--- src/rtl/request_priority_encoder_pkg.sv ---
// Shared types and helpers for the latching, maskable request priority encoder.
package request_priority_encoder_pkg;

    typedef enum logic {
        REQ_IDLE  = 1'b0,
        REQ_GRANT = 1'b1
    } req_enc_state_t;

    localparam int REQ_COUNT_MAX = 32;

    // Lowest set bit of a request vector, -1 when empty; intended for sims and assertions.
    function automatic int lowest_index(input logic [REQ_COUNT_MAX-1:0] i_vec);
        int r_idx;
        r_idx = -1;
        for (int i = REQ_COUNT_MAX - 1; i >= 0; i--) begin
            if (i_vec[i]) r_idx = i;
        end
        return r_idx;
    endfunction

endpackage

--- src/rtl/request_priority_encoder_if.sv ---
// Request/grant bundle between request sources, the encoder and its consumer.
interface request_priority_encoder_if #(
    parameter int REQ_COUNT = 8,
    parameter int IDX_W     = ($clog2(REQ_COUNT) == 0) ? 1 : $clog2(REQ_COUNT)
);
    logic [REQ_COUNT-1:0] req;
    logic [REQ_COUNT-1:0] mask;
    logic                 clear;
    logic                 ack;
    logic                 grant_valid;
    logic [IDX_W-1:0]     grant_idx;
    logic [REQ_COUNT-1:0] grant_onehot;
    logic [REQ_COUNT-1:0] pending;

    modport master (
        output req, mask, clear, ack,
        input  grant_valid, grant_idx, grant_onehot, pending
    );

    modport slave (
        input  req, mask, clear, ack,
        output grant_valid, grant_idx, grant_onehot, pending
    );
endinterface

--- src/rtl/request_priority_encoder_priority_isolate.sv ---
// Combinational lowest-set-bit isolation: one-hot of the winner plus its binary index.
module request_priority_encoder_priority_isolate #(
    parameter int REQ_COUNT = 8,
    parameter int IDX_W     = ($clog2(REQ_COUNT) == 0) ? 1 : $clog2(REQ_COUNT)
) (
    input  logic [REQ_COUNT-1:0] i_vec,
    output logic [REQ_COUNT-1:0] o_onehot,
    output logic [IDX_W-1:0]     o_idx
);

    assign o_onehot = i_vec & (~i_vec + REQ_COUNT'(1));

    // Each index bit is the OR of the one-hot positions whose index has that bit set.
    always_comb begin
        o_idx = '0;
        for (int b = 0; b < IDX_W; b++) begin
            for (int i = 0; i < REQ_COUNT; i++) begin
                if (((i >> b) & 1) == 1) o_idx[b] = o_idx[b] | o_onehot[i];
            end
        end
    end

endmodule

--- src/rtl/request_priority_encoder.sv ---
// Latching, maskable priority encoder; bit 0 highest priority, grant held until ack or clear.
// Optional REQ_ENC_EDGE_EN: pend only on rising edges of req instead of on level.
module request_priority_encoder
    import request_priority_encoder_pkg::*;
#(
    parameter  int REQ_COUNT = 8,
    localparam int IDX_W     = ($clog2(REQ_COUNT) == 0) ? 1 : $clog2(REQ_COUNT)
) (
    input  logic                          clk,
    input  logic                          nrst,
    request_priority_encoder_if.slave     bus
);

    req_enc_state_t       r_state, w_state_n;
    logic [REQ_COUNT-1:0] r_pending, w_pending_n;
    logic [REQ_COUNT-1:0] w_set, w_clr, w_eligible, w_arb_onehot;
    logic [IDX_W-1:0]     w_arb_idx;
    logic                 r_grant_valid, w_grant_valid_n;
    logic [IDX_W-1:0]     r_grant_idx, w_grant_idx_n;
    logic [REQ_COUNT-1:0] r_grant_onehot, w_grant_onehot_n;

`ifdef REQ_ENC_EDGE_EN
    logic [REQ_COUNT-1:0] r_req_q;

    always_ff @(posedge clk or negedge nrst) begin
        if (!nrst)          r_req_q <= '0;
        else if (bus.clear) r_req_q <= '0;
        else                r_req_q <= bus.req;
    end

    assign w_set = bus.req & ~r_req_q;
`else
    assign w_set = bus.req;
`endif

    // Set is OR-ed in after the ack clear so a simultaneous re-request survives.
    assign w_clr       = (bus.ack && r_grant_valid) ? r_grant_onehot : '0;
    assign w_pending_n = bus.clear ? '0 : ((r_pending & ~w_clr) | w_set);
    assign w_eligible  = r_pending & bus.mask;

    request_priority_encoder_priority_isolate #(
        .REQ_COUNT (REQ_COUNT),
        .IDX_W     (IDX_W)
    ) u_isolate (
        .i_vec    (w_eligible),
        .o_onehot (w_arb_onehot),
        .o_idx    (w_arb_idx)
    );

    // REQ_IDLE  | arbitrating over registered pending & mask
    // REQ_GRANT | grant presented and frozen until ack or clear
    always_comb begin
        w_state_n        = r_state;
        w_grant_valid_n  = r_grant_valid;
        w_grant_idx_n    = r_grant_idx;
        w_grant_onehot_n = r_grant_onehot;
        if (bus.clear) begin
            w_state_n        = REQ_IDLE;
            w_grant_valid_n  = 1'b0;
            w_grant_idx_n    = '0;
            w_grant_onehot_n = '0;
        end else begin
            case (r_state)
                REQ_IDLE: begin
                    if (|w_eligible) begin
                        w_state_n        = REQ_GRANT;
                        w_grant_valid_n  = 1'b1;
                        w_grant_idx_n    = w_arb_idx;
                        w_grant_onehot_n = w_arb_onehot;
                    end
                end
                REQ_GRANT: begin
                    if (bus.ack) begin
                        w_state_n        = REQ_IDLE;
                        w_grant_valid_n  = 1'b0;
                        w_grant_idx_n    = '0;
                        w_grant_onehot_n = '0;
                    end
                end
                default: begin
                    w_state_n        = REQ_IDLE;
                    w_grant_valid_n  = 1'b0;
                    w_grant_idx_n    = '0;
                    w_grant_onehot_n = '0;
                end
            endcase
        end
    end

    always_ff @(posedge clk or negedge nrst) begin
        if (!nrst) begin
            r_state        <= REQ_IDLE;
            r_pending      <= '0;
            r_grant_valid  <= 1'b0;
            r_grant_idx    <= '0;
            r_grant_onehot <= '0;
        end else begin
            r_state        <= w_state_n;
            r_pending      <= w_pending_n;
            r_grant_valid  <= w_grant_valid_n;
            r_grant_idx    <= w_grant_idx_n;
            r_grant_onehot <= w_grant_onehot_n;
        end
    end

    assign bus.grant_valid  = r_grant_valid;
    assign bus.grant_idx    = r_grant_idx;
    assign bus.grant_onehot = r_grant_onehot;
    assign bus.pending      = r_pending;

endmodule

--- src/flat_wrapper.sv ---
// flat-port wrapper written by rule: the top's interface ports become plain ports
module request_priority_encoder_flat import request_priority_encoder_pkg::*;
#(
    parameter  int REQ_COUNT = 8,
    localparam int IDX_W     = ($clog2(REQ_COUNT) == 0) ? 1 : $clog2(REQ_COUNT)
)
  (clk, nrst, bus_req, bus_mask, bus_clear, bus_ack, bus_grant_valid, bus_grant_idx, bus_grant_onehot, bus_pending);
  request_priority_encoder_if #(.REQ_COUNT(REQ_COUNT)) bus_i ();
  input  logic clk;
  input  logic nrst;
  input wire logic [$bits(bus_i.req)-1:0] bus_req;
  input wire logic [$bits(bus_i.mask)-1:0] bus_mask;
  input wire logic [$bits(bus_i.clear)-1:0] bus_clear;
  input wire logic [$bits(bus_i.ack)-1:0] bus_ack;
  output wire logic [$bits(bus_i.grant_valid)-1:0] bus_grant_valid;
  output wire logic [$bits(bus_i.grant_idx)-1:0] bus_grant_idx;
  output wire logic [$bits(bus_i.grant_onehot)-1:0] bus_grant_onehot;
  output wire logic [$bits(bus_i.pending)-1:0] bus_pending;
  assign bus_i.req = bus_req;
  assign bus_i.mask = bus_mask;
  assign bus_i.clear = bus_clear;
  assign bus_i.ack = bus_ack;
  assign bus_grant_valid = bus_i.grant_valid;
  assign bus_grant_idx = bus_i.grant_idx;
  assign bus_grant_onehot = bus_i.grant_onehot;
  assign bus_pending = bus_i.pending;
  request_priority_encoder #(.REQ_COUNT(REQ_COUNT)) u_core (.clk(clk), .nrst(nrst), .bus(bus_i));
endmodule
--- config.mk ---
export PLATFORM = sky130hd
export DESIGN_NAME = request_priority_encoder_flat
export DESIGN_NICKNAME = d
export VERILOG_FILES = /design/src/rtl/request_priority_encoder_pkg.sv /design/src/rtl/request_priority_encoder_if.sv /design/src/rtl/request_priority_encoder_priority_isolate.sv /design/src/rtl/request_priority_encoder.sv /design/src/flat_wrapper.sv
export SDC_FILE = /design/constraint.sdc
export NUM_CORES = 1
export LEC_CHECK = 0
export ABC_AREA = 1
export BUFFER_PORTS_ARGS = -buffer_cell sky130_fd_sc_hd__buf_2
export CORE_MARGIN = 5
export CORE_UTILIZATION = 55
export CTS_BUF_LIST = sky130_fd_sc_hd__clkbuf_8
export DETAILED_ROUTE_END_ITERATION = 8
export HOLD_SLACK_MARGIN = 0.08
export PLACE_DENSITY = 0.82
export SLEW_MARGIN = 20
export SYNTH_ARGS = -nofsm -noshare
export SYNTH_HDL_FRONTEND = slang
export SYNTH_HIERARCHICAL = 1
export SYNTH_SLANG_ARGS = --single-unit
--- constraint.sdc ---
create_clock -name clk -period 2.28 [get_ports clk]
set_input_delay 0.456 -clock clk [delete_from_list [all_inputs] [get_ports clk]]
set_output_delay 0.456 -clock clk [all_outputs]
set_load 0.02 [all_outputs]
==> flow_metrics.py <==
metrics = {
    "global_route": {
        "antenna_found_initial": 0,
        "top_usage_layer": "met2",
        "grt_start_max_net_pins": 22,
        "use_met1": 0.2179,
        "use_met2": 0.3172,
        "grt_overflow": 0,
        "grt_pass1_wl_um": 4567,
        "grt_usage": 0.1823,
        "gr-usage-met3": 0.05104,
        "grt_pass1_vias": 1071,
    },
    "critical_path": {
        "start_kind": "flip-flop",
        "slowest_delay_ps": 550,
        "cp_top_family": "flip-flops",
        "arrival_ps": 1050,
        "cp_max_fo": 10,
        "endpoint_kind": "output port",
        "path_cells": "buf_2",
        "worst-path-buf-inv": 1,
        "cp.required_ps": 1820,
        "path_class": "reg -> out",
        "cp_slowest_cell": "dfrtp_1",
    },
    "sta": {
        "slew_headroom": 0.6870,
        "finalHoldViolations": 0,
        "tns_ps": 0,
        "clock_skew_ps": 2.136,
        "drv_slew": 0,
        "fin_crit_sh": 0.6592,
        "hold_ws_ps": 139.1,
        "worst_pin_slew_ps": 469.5,
        "fin_crit_ps": 1503,
        "finalSetupViolations": 0,
        "fmax_mhz": 665.4,
        "rsz0062_at_grt": "false",
    },
    "logic_synthesis": {
        "syn_avg_cell_area_um2": 7.630,
        "synth_edf_count": 0,
        "synth.most_common_cell": "nand2_1",
        "syn_inst": 153,
        "synthTopCellsByCount": "44 x nand2_1, 21 x dfrtp_1, 21 x nand3_1",
        "synth.area.top_cells": "dfrtp_1 45%, nand2_1 14%, nand3_1 9.0%",
        "synth_ff_type": "dfrtp_1",
        "yosysTopAreaCell": "dfrtp_1",
        "syn-cell-area_um2": 1167,
        "synth.yosys.seq_area_share": 0.4502,
        "syn_nets": 173,
        "yosysUniqueCellTypes": 18,
        "synth_top_area_frac": 0.4502,
        "ys_warn_count": 6,
        "async_flop_share": 1.000,
        "ys_ff_latch": 21,
    },
    "finish": {
        "nets": 210,
        "drive_gt1_frac": 0.3175,
        "final_core_util": 0.6938,
        "antennaDiodeCount": 0,
        "syn2layout_area_growth_pct": 18.97,
        "fill_cells": 182,
        "post_layout_nonfiller_instances": 216,
        "fin_area_um2": 1389,
    },
    "power_and_ir_drop": {
        "power.leakage_uw": 0.0008750,
        "vdd_drop_max_v": 0.0004482,
        "powerDensity_nw_per_um2": 614.1,
    },
    "floorplanning": {
        "fp.coreArea_um2": 2002,
        "fp.dieH_um": 56.07,
        "start_util": 0.5831,
        "ios": 40,
        "rows": 16,
        "die-area_um2": 3144,
        "die_x_um": 56.07,
    },
    "routing": {
        "vias": 1083,
        "firstDrtPassIters": 4,
        "via_per_inst": 5.014,
        "wl_per_cell_um": 12.36,
        "wirelength_um": 2669,
        "ant_nets": 0,
        "drt_iter0_drc": 21,
        "drc": 0,
    },
    "placement": {
        "hpwl_um": 2082,
        "placed_cells": 212,
        "dpl_cell_area_um2": 1344,
        "gp_congestion": 0.8655,
        "io_buffer_count": 39,
    },
    "clock_network": {
        "clock_latency_ps": 260,
        "clkTransAtPathRegs_ps": 70,
        "cts_hold_buf": 0,
        "cts.sinks": 21,
        "cts.htree.levels": 1,
        "cts_setup_buffers": 0,
        "clock_path_buffers": 2,
        "cts_tree": "built",
        "cts_resized": 0,
        "root_buffer": "clkbuf_8",
        "numCtsBuffers": 3,
    },
    "run": {
        "drv_cap": 0,
    },
    "min_path": {
        "min_path_type": "in -> async",
    },
    "run_status": {
        "outcome": "finished clean",
    },
}
-- worst paths after layout --
| kind | depth (start not counted) | to | slack (ps) | from |
|---|---|---|---|---|
| setup / recovery | 1 | bus_grant_valid | 780 | u_core/bus.grant_valid |
| hold / removal | 1 | u_core/bus.grant_idx[0] | 140 | nrst |
| setup reg to reg | 9 | u_core/bus.grant_idx[0] | 940 | u_core/bus.pending[0] |
| hold reg to reg | 2 | u_core/bus.grant_idx[1] | 470 | u_core/bus.grant_idx[1] |
| max in group asynchronous | 1 | u_core/bus.grant_onehot[2] | 1820 | nrst |
| min in group clk | 3 | u_core/bus.pending[5] | 410 | bus_req[5] |
-- flip-flops by register name, indices dropped and copies added (netlist names) --
name,cells
u_core/bus.grant_onehot,8
u_core/r_state,1
u_core/bus.grant_idx,3
u_core/bus.pending,8
u_core/bus.grant_valid,1
-- report_power, final --
part / switching [µW] / total, µW / leakage [µW] / internal [µW]
logic: 127 / 190 / 0.000571 / 63.3
registers: 24.4 / 421 / 0.000277 / 396
clock network: 122 / 242 / 0.0000269 / 120
total: 273 / 853 / 0.000875 / 580
-- cell families after synthesis --
logic type / count (synthesis) / share of synthesized area
DFF: 21 / 0.4502
buffers and inverters: 29 / 0.1157
and+or+nand+nor: 93 / 0.3912
AOI/OAI and AO/OA: 10 / 0.04287
-- routing by layer --
metal | part of all wire | routed length, µm
met3 | 0.060 | 159
met2 | 0.49 | 1316
met4 | 0.0067 | 18
met5 | 0 | 0
met1 | 0.44 | 1175
-- through the flow --
| step | setup slack, ps | total power, µW |
|---|---|---|
| 5_1_grt | 715.8 | 897.9 |
| 2_1_floorplan | 986.2 | 563.7 |
| 6_report | 777.0 | 852.8 |
| 4_1_cts | 774.6 | 860.7 |
| 3_5_place_dp | 786.0 | 619.0 |
| 3_3_place_gp | 828.8 | 613.1 |
-- cell type report --
class,count,area (µm²),area share
multi-input combinational,103,506.7,0.3649
tap,27,33.78,0.02432
clock inverter,1,3.754,0.002703
inverter,22,82.58,0.05946
timing repair buffer,39,195.2,0.1405
clock buffer,3,41.29,0.02973
sequential,21,525.5,0.3784
-- worst reg2reg max path, delay by kind of cell (launching register included) --
kind                   cells  cell delay [ps]
buffers and inverters      1              100
flip-flops                 1              390
AND/OR/NAND/NOR            8              790
-- cells in the final DEF (no fill, tap or decap) --
cell type / n
a21oi_1: 8
buf_2: 39
clkbuf_8: 3
dfrtp_1: 21
inv_1: 20
inv_2: 3
nand2_1: 44
nand2_2: 4
nand3_1: 21
nand3_2: 3
nor2_1: 12
nor2_2: 3
nor2_4: 4
nor3_4: 1
o21ai_0: 1
o21ai_1: 1
or2_1: 1
(Power assumes the default switching activity.)
